[config.mk]
export PLATFORM = sky130hd
export DESIGN_NAME = if_id_queue_flat
export DESIGN_NICKNAME = d
export VERILOG_FILES = /design/src/rtl/if_id_queue_pkg.sv /design/src/rtl/if_id_queue_if.sv /design/src/rtl/if_id_queue_fifo_ptr_ctrl.sv /design/src/rtl/if_id_queue.sv /design/src/flat_wrapper.sv
export SDC_FILE = /design/constraint.sdc
export NUM_CORES = 1
export LEC_CHECK = 0
export CORE_MARGIN = 1.5
export CORE_UTILIZATION = 39
export CTS_BUF_LIST = sky130_fd_sc_hd__clkbuf_8 sky130_fd_sc_hd__clkbuf_16
export CTS_CLUSTER_DIAMETER = 40
export CTS_CLUSTER_SIZE = 40
export DETAILED_ROUTE_END_ITERATION = 16
export SLEW_MARGIN = 40
export SYNTH_ARGS = -nofsm -noshare
export SYNTH_HDL_FRONTEND = slang
export SYNTH_HIERARCHICAL = 1
export SYNTH_SLANG_ARGS = --single-unit
[constraint.sdc]
create_clock -name clk -period 18.24 [get_ports clk]
set_input_delay 2.736 -clock clk [delete_from_list [all_inputs] [get_ports clk]]
set_output_delay 2.736 -clock clk [all_outputs]
set_load 0.005 [all_outputs]
[src/rtl/if_id_queue_pkg.sv]
// Types and constants shared by the IF/ID instruction queue and the decode stage.
package if_id_queue_pkg;

    localparam int WORD_W = 32;
    localparam logic [WORD_W-1:0] NOP_INSTR = 32'd0;

    typedef struct packed {
        logic [WORD_W-1:0] pc;
        logic [WORD_W-1:0] instr;
    } fetch_entry_t;

    function automatic fetch_entry_t make_entry(input logic [WORD_W-1:0] pc,
                                                input logic [WORD_W-1:0] instr);
        fetch_entry_t e;
        e.pc    = pc;
        e.instr = instr;
        return e;
    endfunction

endpackage

[src/rtl/if_id_queue_if.sv]
// Fetch-side push handshake and decode-side pop handshake of the IF/ID queue.
interface if_id_queue_if #(
    parameter int WORD_W = 32
);

    logic              in_valid;
    logic [WORD_W-1:0] in_pc;
    logic [WORD_W-1:0] in_instr;
    logic              in_ready;
    logic              out_valid;
    logic [WORD_W-1:0] out_pc;
    logic [WORD_W-1:0] out_instr;
    logic              out_ready;

    modport master (
        output in_valid, in_pc, in_instr, out_ready,
        input  in_ready, out_valid, out_pc, out_instr
    );

    modport slave (
        input  in_valid, in_pc, in_instr, out_ready,
        output in_ready, out_valid, out_pc, out_instr
    );

endinterface

[src/rtl/if_id_queue_fifo_ptr_ctrl.sv]
// Read/write pointers and occupancy for a power-of-2 circular buffer.
// Flush overrides both push and pop and rewinds everything to zero.
module fifo_ptr_ctrl #(
    parameter  int DEPTH = 4,
    localparam int AW    = $clog2(DEPTH),
    localparam int CW    = $clog2(DEPTH + 1)
) (
    input  logic          clk,
    input  logic          rst,
    input  logic          flush,
    input  logic          push_req,
    input  logic          pop_req,
    output logic          wr_en,
    output logic [AW-1:0] wr_addr,
    output logic [AW-1:0] rd_addr,
    output logic          full,
    output logic          empty,
    output logic [CW-1:0] count
);

    logic [AW-1:0] wr_ptr;
    logic [AW-1:0] rd_ptr;
    logic          rd_en;

    // Full is judged on the registered count, so a full queue never takes a push
    // even if the head is popped in the same cycle.
    assign full    = (count == CW'(DEPTH));
    assign empty   = (count == '0);
    assign wr_en   = push_req & ~full & ~flush;
    assign rd_en   = pop_req & ~empty & ~flush;
    assign wr_addr = wr_ptr;
    assign rd_addr = rd_ptr;

    always_ff @(posedge clk or negedge rst) begin
        if (!rst) begin
            wr_ptr <= '0;
            rd_ptr <= '0;
            count  <= '0;
        end else if (flush) begin
            wr_ptr <= '0;
            rd_ptr <= '0;
            count  <= '0;
        end else begin
            if (wr_en) wr_ptr <= wr_ptr + AW'(1);
            if (rd_en) rd_ptr <= rd_ptr + AW'(1);
            case ({wr_en, rd_en})
                2'b10:   count <= count + CW'(1);
                2'b01:   count <= count - CW'(1);
                default: count <= count;
            endcase
        end
    end

endmodule

[src/rtl/if_id_queue.sv]
// Instruction queue between fetch and decode; in_ready doubles as fetch's unfreeze.
// An empty queue presents a NOP with PC 0 to decode.
module if_id_queue
    import if_id_queue_pkg::*;
#(
    parameter  int DEPTH  = 4,
    parameter  int WORD_W = if_id_queue_pkg::WORD_W,
    localparam int AW     = $clog2(DEPTH),
    localparam int CW     = $clog2(DEPTH + 1)
) (
    input  logic          clk,
    input  logic          rst,
    input  logic          flush,
    if_id_queue_if.slave  bus,
    output logic [CW-1:0] count
);

    logic [WORD_W-1:0] pc_mem    [DEPTH];
    logic [WORD_W-1:0] instr_mem [DEPTH];

    logic          wr_en;
    logic [AW-1:0] wr_addr;
    logic [AW-1:0] rd_addr;
    logic          full;
    logic          empty;

    fifo_ptr_ctrl #(
        .DEPTH (DEPTH)
    ) u_ptr_ctrl (
        .clk      (clk),
        .rst      (rst),
        .flush    (flush),
        .push_req (bus.in_valid),
        .pop_req  (bus.out_ready),
        .wr_en    (wr_en),
        .wr_addr  (wr_addr),
        .rd_addr  (rd_addr),
        .full     (full),
        .empty    (empty),
        .count    (count)
    );

    // Storage is not reset; the empty-forcing below keeps stale words invisible.
    always_ff @(posedge clk) begin
        if (wr_en) begin
            pc_mem[wr_addr]    <= bus.in_pc;
            instr_mem[wr_addr] <= bus.in_instr;
        end
    end

    always_comb begin
        bus.in_ready  = ~full;
        bus.out_valid = ~empty;
        bus.out_pc    = '0;
        bus.out_instr = WORD_W'(NOP_INSTR);
        if (!empty) begin
            bus.out_pc    = pc_mem[rd_addr];
            bus.out_instr = instr_mem[rd_addr];
        end
    end

endmodule

[src/flat_wrapper.sv]
// flat-port wrapper written by rule: the top's interface ports become plain ports
module if_id_queue_flat import if_id_queue_pkg::*;
#(
    parameter  int DEPTH  = 4,
    parameter  int WORD_W = if_id_queue_pkg::WORD_W,
    localparam int AW     = $clog2(DEPTH),
    localparam int CW     = $clog2(DEPTH + 1)
)
  (clk, rst, flush, count, bus_in_valid, bus_in_pc, bus_in_instr, bus_out_ready, bus_in_ready, bus_out_valid, bus_out_pc, bus_out_instr);
  if_id_queue_if #(.WORD_W(WORD_W)) bus_i ();
  input  logic clk;
  input  logic rst;
  input  logic flush;
  output logic [CW-1:0] count;
  input wire logic [$bits(bus_i.in_valid)-1:0] bus_in_valid;
  input wire logic [$bits(bus_i.in_pc)-1:0] bus_in_pc;
  input wire logic [$bits(bus_i.in_instr)-1:0] bus_in_instr;
  input wire logic [$bits(bus_i.out_ready)-1:0] bus_out_ready;
  output wire logic [$bits(bus_i.in_ready)-1:0] bus_in_ready;
  output wire logic [$bits(bus_i.out_valid)-1:0] bus_out_valid;
  output wire logic [$bits(bus_i.out_pc)-1:0] bus_out_pc;
  output wire logic [$bits(bus_i.out_instr)-1:0] bus_out_instr;
  assign bus_i.in_valid = bus_in_valid;
  assign bus_i.in_pc = bus_in_pc;
  assign bus_i.in_instr = bus_in_instr;
  assign bus_i.out_ready = bus_out_ready;
  assign bus_in_ready = bus_i.in_ready;
  assign bus_out_valid = bus_i.out_valid;
  assign bus_out_pc = bus_i.out_pc;
  assign bus_out_instr = bus_i.out_instr;
  if_id_queue #(.DEPTH(DEPTH), .WORD_W(WORD_W)) u_core (.clk(clk), .rst(rst), .flush(flush), .bus(bus_i), .count(count));
endmodule
==> Word level (Yosys, flattened, before mapping) <==
Memory sizes are Yosys's and may differ from the RTL's.
Index checks and enable logic that the tools add are counted.
{ "word_totals": {"mem_count": 2, "mem_bits_rw": 256, "regBits": 7, "out_inout_bits": 69} }
{ "classes": {"n_eq_ne": 3, "add_sub_neg": 4, "n_bitwise": 7, "mux": 10, "n_reduce_logical": 4} }
{ "memory_table": {"columns": ["memory", "words", "word_bits", "rd", "rd_clocked_by_memory_dff", "wr", "line", "text"], "rows": [
  ["u_core.instr_mem", 4, 32, 1, 0, 1, "if_id_queue.sv:19", "logic [WORD_W-1:0] instr_mem [DEPTH];"],
  ["u_core.pc_mem", 4, 32, 1, 0, 1, "if_id_queue.sv:18", "logic [WORD_W-1:0] pc_mem [DEPTH];"]
]} }
{ "op_table": {"columns": ["operator", "n"], "rows": [
  ["32-bit two-way mux", 2],
  ["2-bit two-way mux", 4],
  ["3-bit case mux with 2 select lines", 1],
  ["2-bit by 1-bit adder with 2-bit output (second input constant)", 2],
  ["1-bit bitwise AND", 4],
  ["2-bit nonzero test", 2],
  ["3-bit by 1-bit adder with 3-bit output (second input constant)", 1],
  ["3-bit equality test (second input constant)", 1],
  ["3-bit logical NOT", 1],
  ["3-bit two-way mux", 1],
  ["1-bit NOT", 3],
  ["3-bit nonzero test", 1],
  ["3-bit by 1-bit subtractor with 3-bit output (second input constant)", 1],
  ["2-bit by 1-bit equality test with 1-bit output (second input constant)", 1],
  ["2-bit equality test (second input constant)", 1],
  ["1-bit two-way mux", 2]
]} }

==> Longest topological paths before layout <==
Gate-level depths: netlist of run 1.
{ "depth": {"ltp_word": 7, "depth_mapped": 9, "mapped_depth_nobuf": 8} }

==> Hierarchy <==
Netlist of run 1, hierarchy kept.
{ "by_module_without_submodules": {"columns": ["module", "cells_each", "seq_area_each_um2", "area_each_um2", "instances"], "rows": [
  ["if_id_queue", 485, 7687.4, 9733.1, 1],
  ["fifo_ptr_ctrl", 58, 175.2, 528.0, 1]
]} }

==> Worst setup path after synthesis of run 1 <==
OpenSTA, ideal clock, no wires.
{ "synth_timing": {"path_kind": "input -> register", "from": "input port flush", "to": "memory u_core.instr_mem[0][0] (enable)", "t_arrival_ns": 7.838, "required_ns": 17.662, "setup_ns": 0.578, "path_buffers": 1, "setup_slack_ns": 9.824, "path_stages": 3, "cell_sequence": "buf_1 > nor2_1 > nor3b_1"} }
{ "synth_via": {"elab_chain_len": 4} }
{ "synth_lines": {"columns": ["item", "line", "text"], "rows": [
  ["from (decl)", "flat_wrapper.sv:13", "input logic flush;"],
  ["1-bit NOT", "if_id_queue_fifo_ptr_ctrl.sv:29", "assign wr_en = push_req & ~full & ~flush;"],
  ["1-bit bitwise AND", "if_id_queue_fifo_ptr_ctrl.sv:29", null],
  ["net u_core.wr_en", "if_id_queue.sv:21", "logic wr_en;"],
  ["1-bit two-way mux", "if_id_queue.sv:45", "if (wr_en) begin"],
  ["1-bit two-way mux (not written as such)", "if_id_queue.sv:47", "instr_mem[wr_addr] <= bus.in_instr;"],
  ["to (decl)", "if_id_queue.sv:19", null]
]} }
The timed path passes the listed nets, and every way through them passes these cells.

==> Worst setup path in the final report of run 1 <==
{ "layout_timing": {"from": "register u_core.u_ptr_ctrl.count[0]", "to": "output port bus_out_instr[3]"} }
{ "layout_via": {"elab_chain_len": 2} }
{ "layout_lines": {"columns": ["item", "line", "text"], "rows": [
  ["from (decl)", "if_id_queue_fifo_ptr_ctrl.sv:18", "output logic [CW-1:0] count"],
  ["from (signal assigned)", "if_id_queue_fifo_ptr_ctrl.sv:47", "2'b10: count <= count + CW'(1);"],
  ["from (signal assigned)", "if_id_queue_fifo_ptr_ctrl.sv:48", "2'b01: count <= count - CW'(1);"],
  ["from (signal assigned)", "if_id_queue_fifo_ptr_ctrl.sv:49", "default: count <= count;"],
  ["3-bit logical NOT", "if_id_queue_fifo_ptr_ctrl.sv:28", "assign empty = (count == '0);"],
  ["net u_core.empty", "if_id_queue.sv:25", "logic empty;"],
  ["32-bit two-way mux", "if_id_queue.sv:56", "if (!empty) begin"],
  ["to (decl)", "flat_wrapper.sv:22", "output wire logic [$bits(bus_i.out_instr)-1:0] bus_out_instr;"]
]} }
The timed path passes the listed nets, and every way through them passes these cells.

==> impl_metrics.toml, run 1 <==
[grt]
grt_usage_pct = 15.22
use_met2_pct = 26.07
grt_pass1_wl_mm = 31.27
grt_start_max_net_pins = 67
grt_use_met3_pct = 3.147
busiest_layer = "met2"
grt_overflow = 0
antenna_found_initial = 2
grt_pass1_vias = 5643
grt_use_met1_pct = 19.41

[worst_setup_path]
end_kind = "output pin"
worst_ep_required_time_ns = 15.50
path_class = "reg2out"
arrival_ns = 3.19
cp-start-kind = "flip-flop"
path_max_fanout = 64
critical_path.cell_chain = "nor3_1, nand2b_2, buf_6, o22ai_1, clkdlybuf4s50_1"
crit_slowest_cell = "nor3_1"
cpPeakStageDelay_ns = 0.60

[placement]
place_inst = 992
hpwlAfterDp_mm = 12.22
placed_cell_area_sq_um = 11860
io_buffers = 137
place_congestion = 0.6789
dp_slack_ns = 12.61

[clocking]
post_cts_buffers = 0
clockBufferDepth = 3
hold_buffers = 0
clk_pin_slew_ns = 0.06
cts.sinks = 263
cts_resized = 0
clock-root-buffer = "clkbuf_16"
htreeDepth = 1
cts_tree = "yes"
clk_latency_ns = 0.56
cts_buffers = 30

[timing]
whs_ns = 0.5914
final_max_slew_viol_count = 0
worst_pin_slew_ns = 0.8007
max_freq_mhz = 168.8
fin_crit_sh_pct = 32.48
relSlewSlack_pct = 46.62
post-route-min-period_ns = 5.925
finalSetupViolations = 0
rsz0062_at_grt = "no"
finalHoldViolations = 0
fin_tns_setup_ns = 0
fin_skew_ns = 0.02009
postLayoutSetupSlackWorst_ns = 12.31

[final_layout]
multi_input_area_sq_um = 2049
layout.nets = 759
stdcell_count = 1049
postLayoutCellArea_sq_um = 12960
fin_util_pct = 50.01
drive_gt1_share_pct = 10.66
final_common_cell = "edfxtp_1"
fillers = 2102
area_growth_pct = 26.29
seqCellArea_sq_um = 7866
layout_common_cells = "256 x edfxtp_1, 137 x clkdlybuf4s50_1, 128 x mux2i_1"

[synth]
ys_warn_count = 6
synth_edf_count = 256
yosys.area.top_type_share_pct = 74.92
synth_ff_type = "edfxtp_1"
synth_top_cell_by_area = "edfxtp_1"
async_reset_ff_share_pct = 2.662
synth_cell_types = 37
synth_area_leaders = "edfxtp_1 75%, mux2i_1 12%, o22ai_1 4.0%, dfrtp_1 1.7%, buf_12 1.6%"
synth_nets = 613
synth_area_sq_um = 10260
syn_inst = 543
avgSynthCellArea_sq_um = 18.90
synth_seq_area_share_pct = 76.62
synth_seq_cells = 263

[run]
maxCapViolCount = 0

[min_path]
hp-class = "reg2reg"

[routing]
drtIter0Drc = 302
dr.pass1.iters = 4
vias = 5310
postRouteAntennaNets = 0
routed_wl_mm = 20.81
wl_per_cell_um = 19.84
drcViolationCount = 0
vias_per_cell = 5.062

[power_and_ir_drop]
pwr_density_cell_nw_per_um2 = 118.1
power_mw = 1.531
ir_drop_v = 0.00006491
leakagePower_nw = 4.123

[floorplan]
start_util_pct = 39.60
io_pins = 138
fp-row-count = 59
fp.dieW_um = 165.2
die_area_sq_um = 27290
die_h_um = 165.2
core_region_area_sq_um = 25910

[outcome]
status = "finished, final reports clean"
## layout make-up
cell class / instances / share of cell area (%)
clock buffer: 30 / 5.793
sequential: 263 / 60.70
multi-input combinational: 242 / 15.82
clock inverter: 26 / 2.626
antenna: 1 / 0.01931
timing repair buffer: 148 / 11.69
inverter: 4 / 0.1159
tap: 335 / 3.235
## cell families after synthesis
family / after synthesis / synth area share, %
xor+xnor: 6 / 0.5121
simple gates: 32 / 1.768
flops: 263 / 76.62
mux: 128 / 12.49
fa+ha+maj: 1 / 0.1951
compound gates: 75 / 4.780
buf+inv: 38 / 3.633
## where the power goes
| part | switching (mW) | leakage [nW] | internal, mW |
|---|---|---|---|
| clock network | 0.241 | 0.530 | 0.391 |
| logic | 0.0978 | 1.18 | 0.106 |
| registers | 0.00892 | 2.42 | 0.685 |
## state kept, by name, summed over array words and instances, names as in the netlist
signal	cells
u_core/instr_mem	128
u_core/pc_mem	128
u_core/u_ptr_ctrl/count	3
u_core/u_ptr_ctrl/rd_addr	2
u_core/u_ptr_ctrl/wr_addr	2
## synthesized netlist by cell type, types with 2 or more instances
master       n
o21ai_0      2
buf_12       8
mux2i_1    128
edfxtp_1   256
nand3b_1     2
a2111oi_2    2
buf_2        7
buf_6        3
nand2b_1     2
buf_8        5
dfrtp_1      7
a21oi_1      2
inv_1        4
nor3b_1      2
o22ai_1     65
buf_4        3
nor2_1       8
xor2_1       6
clkbuf_1     6
nand2_1      6
nand3_1      3
## critical path, delay by kind of cell (launching register included)
family | cells | cell delay [ns]
compound gates | 1 | 0.27
buf+inv | 2 | 1.02
flops | 1 | 0.50
simple gates | 2 | 0.84
## layer usage
| metal | wire length (um) | share of wire, % |
|---|---|---|
| met1 | 9081 | 44 |
| met2 | 10250 | 49 |
| met3 | 1086 | 5.2 |
| met4 | 377 | 1.8 |
| met5 | 17 | 0.082 |
## path summary, 6_finish.rpt
path / from / end / slack, ns / cells past startpoint
worst max-delay path: u_core/u_ptr_ctrl/count[0] / bus_out_instr[3] / 12.31 / 5
worst max register to register: u_core/u_ptr_ctrl/count[1] / u_core/instr_mem[2][15] / 15.38 / 6
worst min-delay path: u_core/u_ptr_ctrl/rd_addr[1] / u_core/u_ptr_ctrl/rd_addr[1] / 0.59 / 2
worst min register to register: u_core/u_ptr_ctrl/rd_addr[1] / u_core/u_ptr_ctrl/rd_addr[1] / 0.59 / 2
min in group asynchronous: rst / u_core/u_ptr_ctrl/wr_addr[1] / 2.46 / 1
max in group asynchronous: rst / u_core/u_ptr_ctrl/rd_addr[0] / 15.49 / 1
(Power assumes the default switching activity.)
==> run 2: changes to the inputs <==
==> constraint.sdc (replaced) <==
create_clock -name clk -period 5.2 [get_ports clk]
set_input_delay 0.78 -clock clk [delete_from_list [all_inputs] [get_ports clk]]
set_output_delay 0.78 -clock clk [all_outputs]
set_load 0.005 [all_outputs]
==> run 2 against run 1 <==
  * Clock skew fell by 0.0021 ns
  * Sequential cell count did not move
  * First-iteration DRC count rose by 7.0%
  * Routed wire length fell by 1.9%
  * Sequential share of layout area fell by 0.82 points
  * Critical endpoint is now bus_out_instr[6]
  * Highest routed layer is now met4
==> impl_metrics.toml, run 2 (synthesis results as in run 1) <==
[outcome]
status = "finished, final reports clean"

[final_layout]
fillers = 2088
stdcell_count = 1060
largestRegisters = "u_core/instr_mem: 128 flops, u_core/pc_mem: 128 flops, u_core/u_ptr_ctrl/count: 3 flops"
drive_gt1_share_pct = 12.29
layout.nets = 767
layout_common_cells = "256 x edfxtp_1, 137 x clkdlybuf4s50_1, 128 x mux2i_1"
area_growth_pct = 28.01
final_common_cell = "edfxtp_1"

[power_and_ir_drop]
ir_drop_v = 0.0002605
p_switching_mw = 1.271
pwr_density_cell_nw_per_um2 = 423.0
power_frac_comb_pct = 12.6
leakagePower_nw = 4.217
clkPwrFrac_pct = 43.3
p_int_mw = 4.286
swShare_pct = 22.87
power.share.sequential_pct = 44.1

[grt]
grt_pass1_vias = 5536
grt_start_max_net_pins = 47
grt_usage_pct = 14.96
antenna_found_initial = 1
grt_pass1_wl_mm = 30.45
grt_overflow = 0

[clocking]
clk_latency_ns = 0.50
clk_pin_slew_ns = 0.05
cts.sinks = 263
cts_buffers = 35
clock-root-buffer = "clkbuf_16"
htreeDepth = 2
cts_resized = 0
clockBufferDepth = 3
post_cts_buffers = 0
hold_buffers = 0
cts_tree = "yes"

[timing]
final_max_slew_viol_count = 0
fin_skew_ns = 0.01798
worst_pin_slew_ns = 0.8117
finalHoldViolations = 0
whs_ns = 0.5761
relSlewSlack_pct = 45.89
rsz0062_at_grt = "no"
postLayoutSetupSlackWorst_ns = 1.054
max_freq_mhz = 241.2
fin_crit_sh_pct = 79.73
fin_tns_setup_ns = 0
finalSetupViolations = 0
post-route-min-period_ns = 4.146

[routing]
drcViolationCount = 0
drtIter0Drc = 323
wl_per_cell_um = 19.27
dr.pass1.iters = 4
vias = 5352
vias_per_cell = 5.049
routed_wl_mm = 20.43
postRouteAntennaNets = 0

[worst_setup_path]
arrival_ns = 3.37
path_max_fanout = 33
worst_ep_required_time_ns = 4.42
end_kind = "output pin"
r2r_cells = 6
cp-start-kind = "flip-flop"
path_class = "reg2out"

[floorplan]
io_pins = 138
core_region_area_sq_um = 25910
start_util_pct = 39.60
die_h_um = 165.2
fp-row-count = 59
die_area_sq_um = 27290
fp.dieW_um = 165.2

[placement]
io_buffers = 137
place_congestion = 0.7033
hpwlAfterDp_mm = 12.21
dp_slack_ns = 1.605
place_inst = 995

[run]
maxCapViolCount = 0

[min_path]
hp-class = "in2async"
-- run 2: cell types whose count changed in the layout (fill, tap and decap cells not counted), sizes merged --
cell / delta
inv: +4
buf: +3
bufinv: -2
clkinv: -1
clkbuf: +7
-- run 2: per-stage QoR --
| stage | area, sq um | power (mW) | utilization [%] |
|---|---|---|---|
| final | 13140 | 5.557 | 50.69 |
| after global routing | 13130 | 5.757 | 50.68 |
| after CTS | 13130 | 5.623 | 50.68 |
| after detailed placement | 11920 | 3.201 | 46.00 |
| after global placement | 11840 | 3.179 | 45.70 |
| after floorplan | 10270 | 2.896 | - |
-- run 2: final cells by class --
class                      instances  area (sq um)  area share (%)
inverter                           4         15.01          0.1143
clock buffer                      37         914.6           6.963
sequential                       263          7866           59.89
antenna                            1         2.502         0.01905
timing repair buffer             151          1564           11.91
clock inverter                    27         297.8           2.267
multi-input combinational        242          2056           15.65
tap                              335         419.2           3.191
-- run 2: path summary, 6_finish.rpt --
path	start	end	slack, ns
min in group clk	u_core/u_ptr_ctrl/rd_addr[1]	u_core/u_ptr_ctrl/rd_addr[1]	0.59
setup / recovery	u_core/u_ptr_ctrl/count[0]	bus_out_instr[6]	1.05
max in group asynchronous	rst	u_core/u_ptr_ctrl/rd_addr[0]	4.32
hold reg to reg	u_core/u_ptr_ctrl/rd_addr[1]	u_core/u_ptr_ctrl/rd_addr[1]	0.59
setup reg to reg	u_core/u_ptr_ctrl/count[2]	u_core/instr_mem[2][3]	2.65
hold / removal	rst	u_core/u_ptr_ctrl/wr_addr[0]	0.58
-- run 2: critical path, cell delays in order, from the launching register on --
cell and delay (ns):
dfrtp_1 0.50, nor3_1 0.46, or2_2 0.74, buf_4 0.49, o22ai_1 0.18, clkdlybuf4s50_1 0.48
-- run 2: power by group through the flow --
stage	logic (mW)	clock network (mW)	registers, mW
floorplan	0.427	0	2.47
global placement	0.672	0	2.51
detailed placement	0.707	0	2.49
CTS	0.712	2.46	2.45
global route	0.756	2.54	2.46
finish	0.701	2.41	2.45
-- run 2: per-layer routing --
| layer | part of all wire, % | vias up | track usage, % |
|---|---|---|---|
| met5 | 0 | - | 0 |
| met2 | 51 | 121 | 25.54 |
| li1 | - | 2499 | - |
| met4 | 1.7 | 0 | 4.300 |
| met3 | 4.9 | 32 | 3.422 |
| met1 | 43 | 2700 | 19.05 |
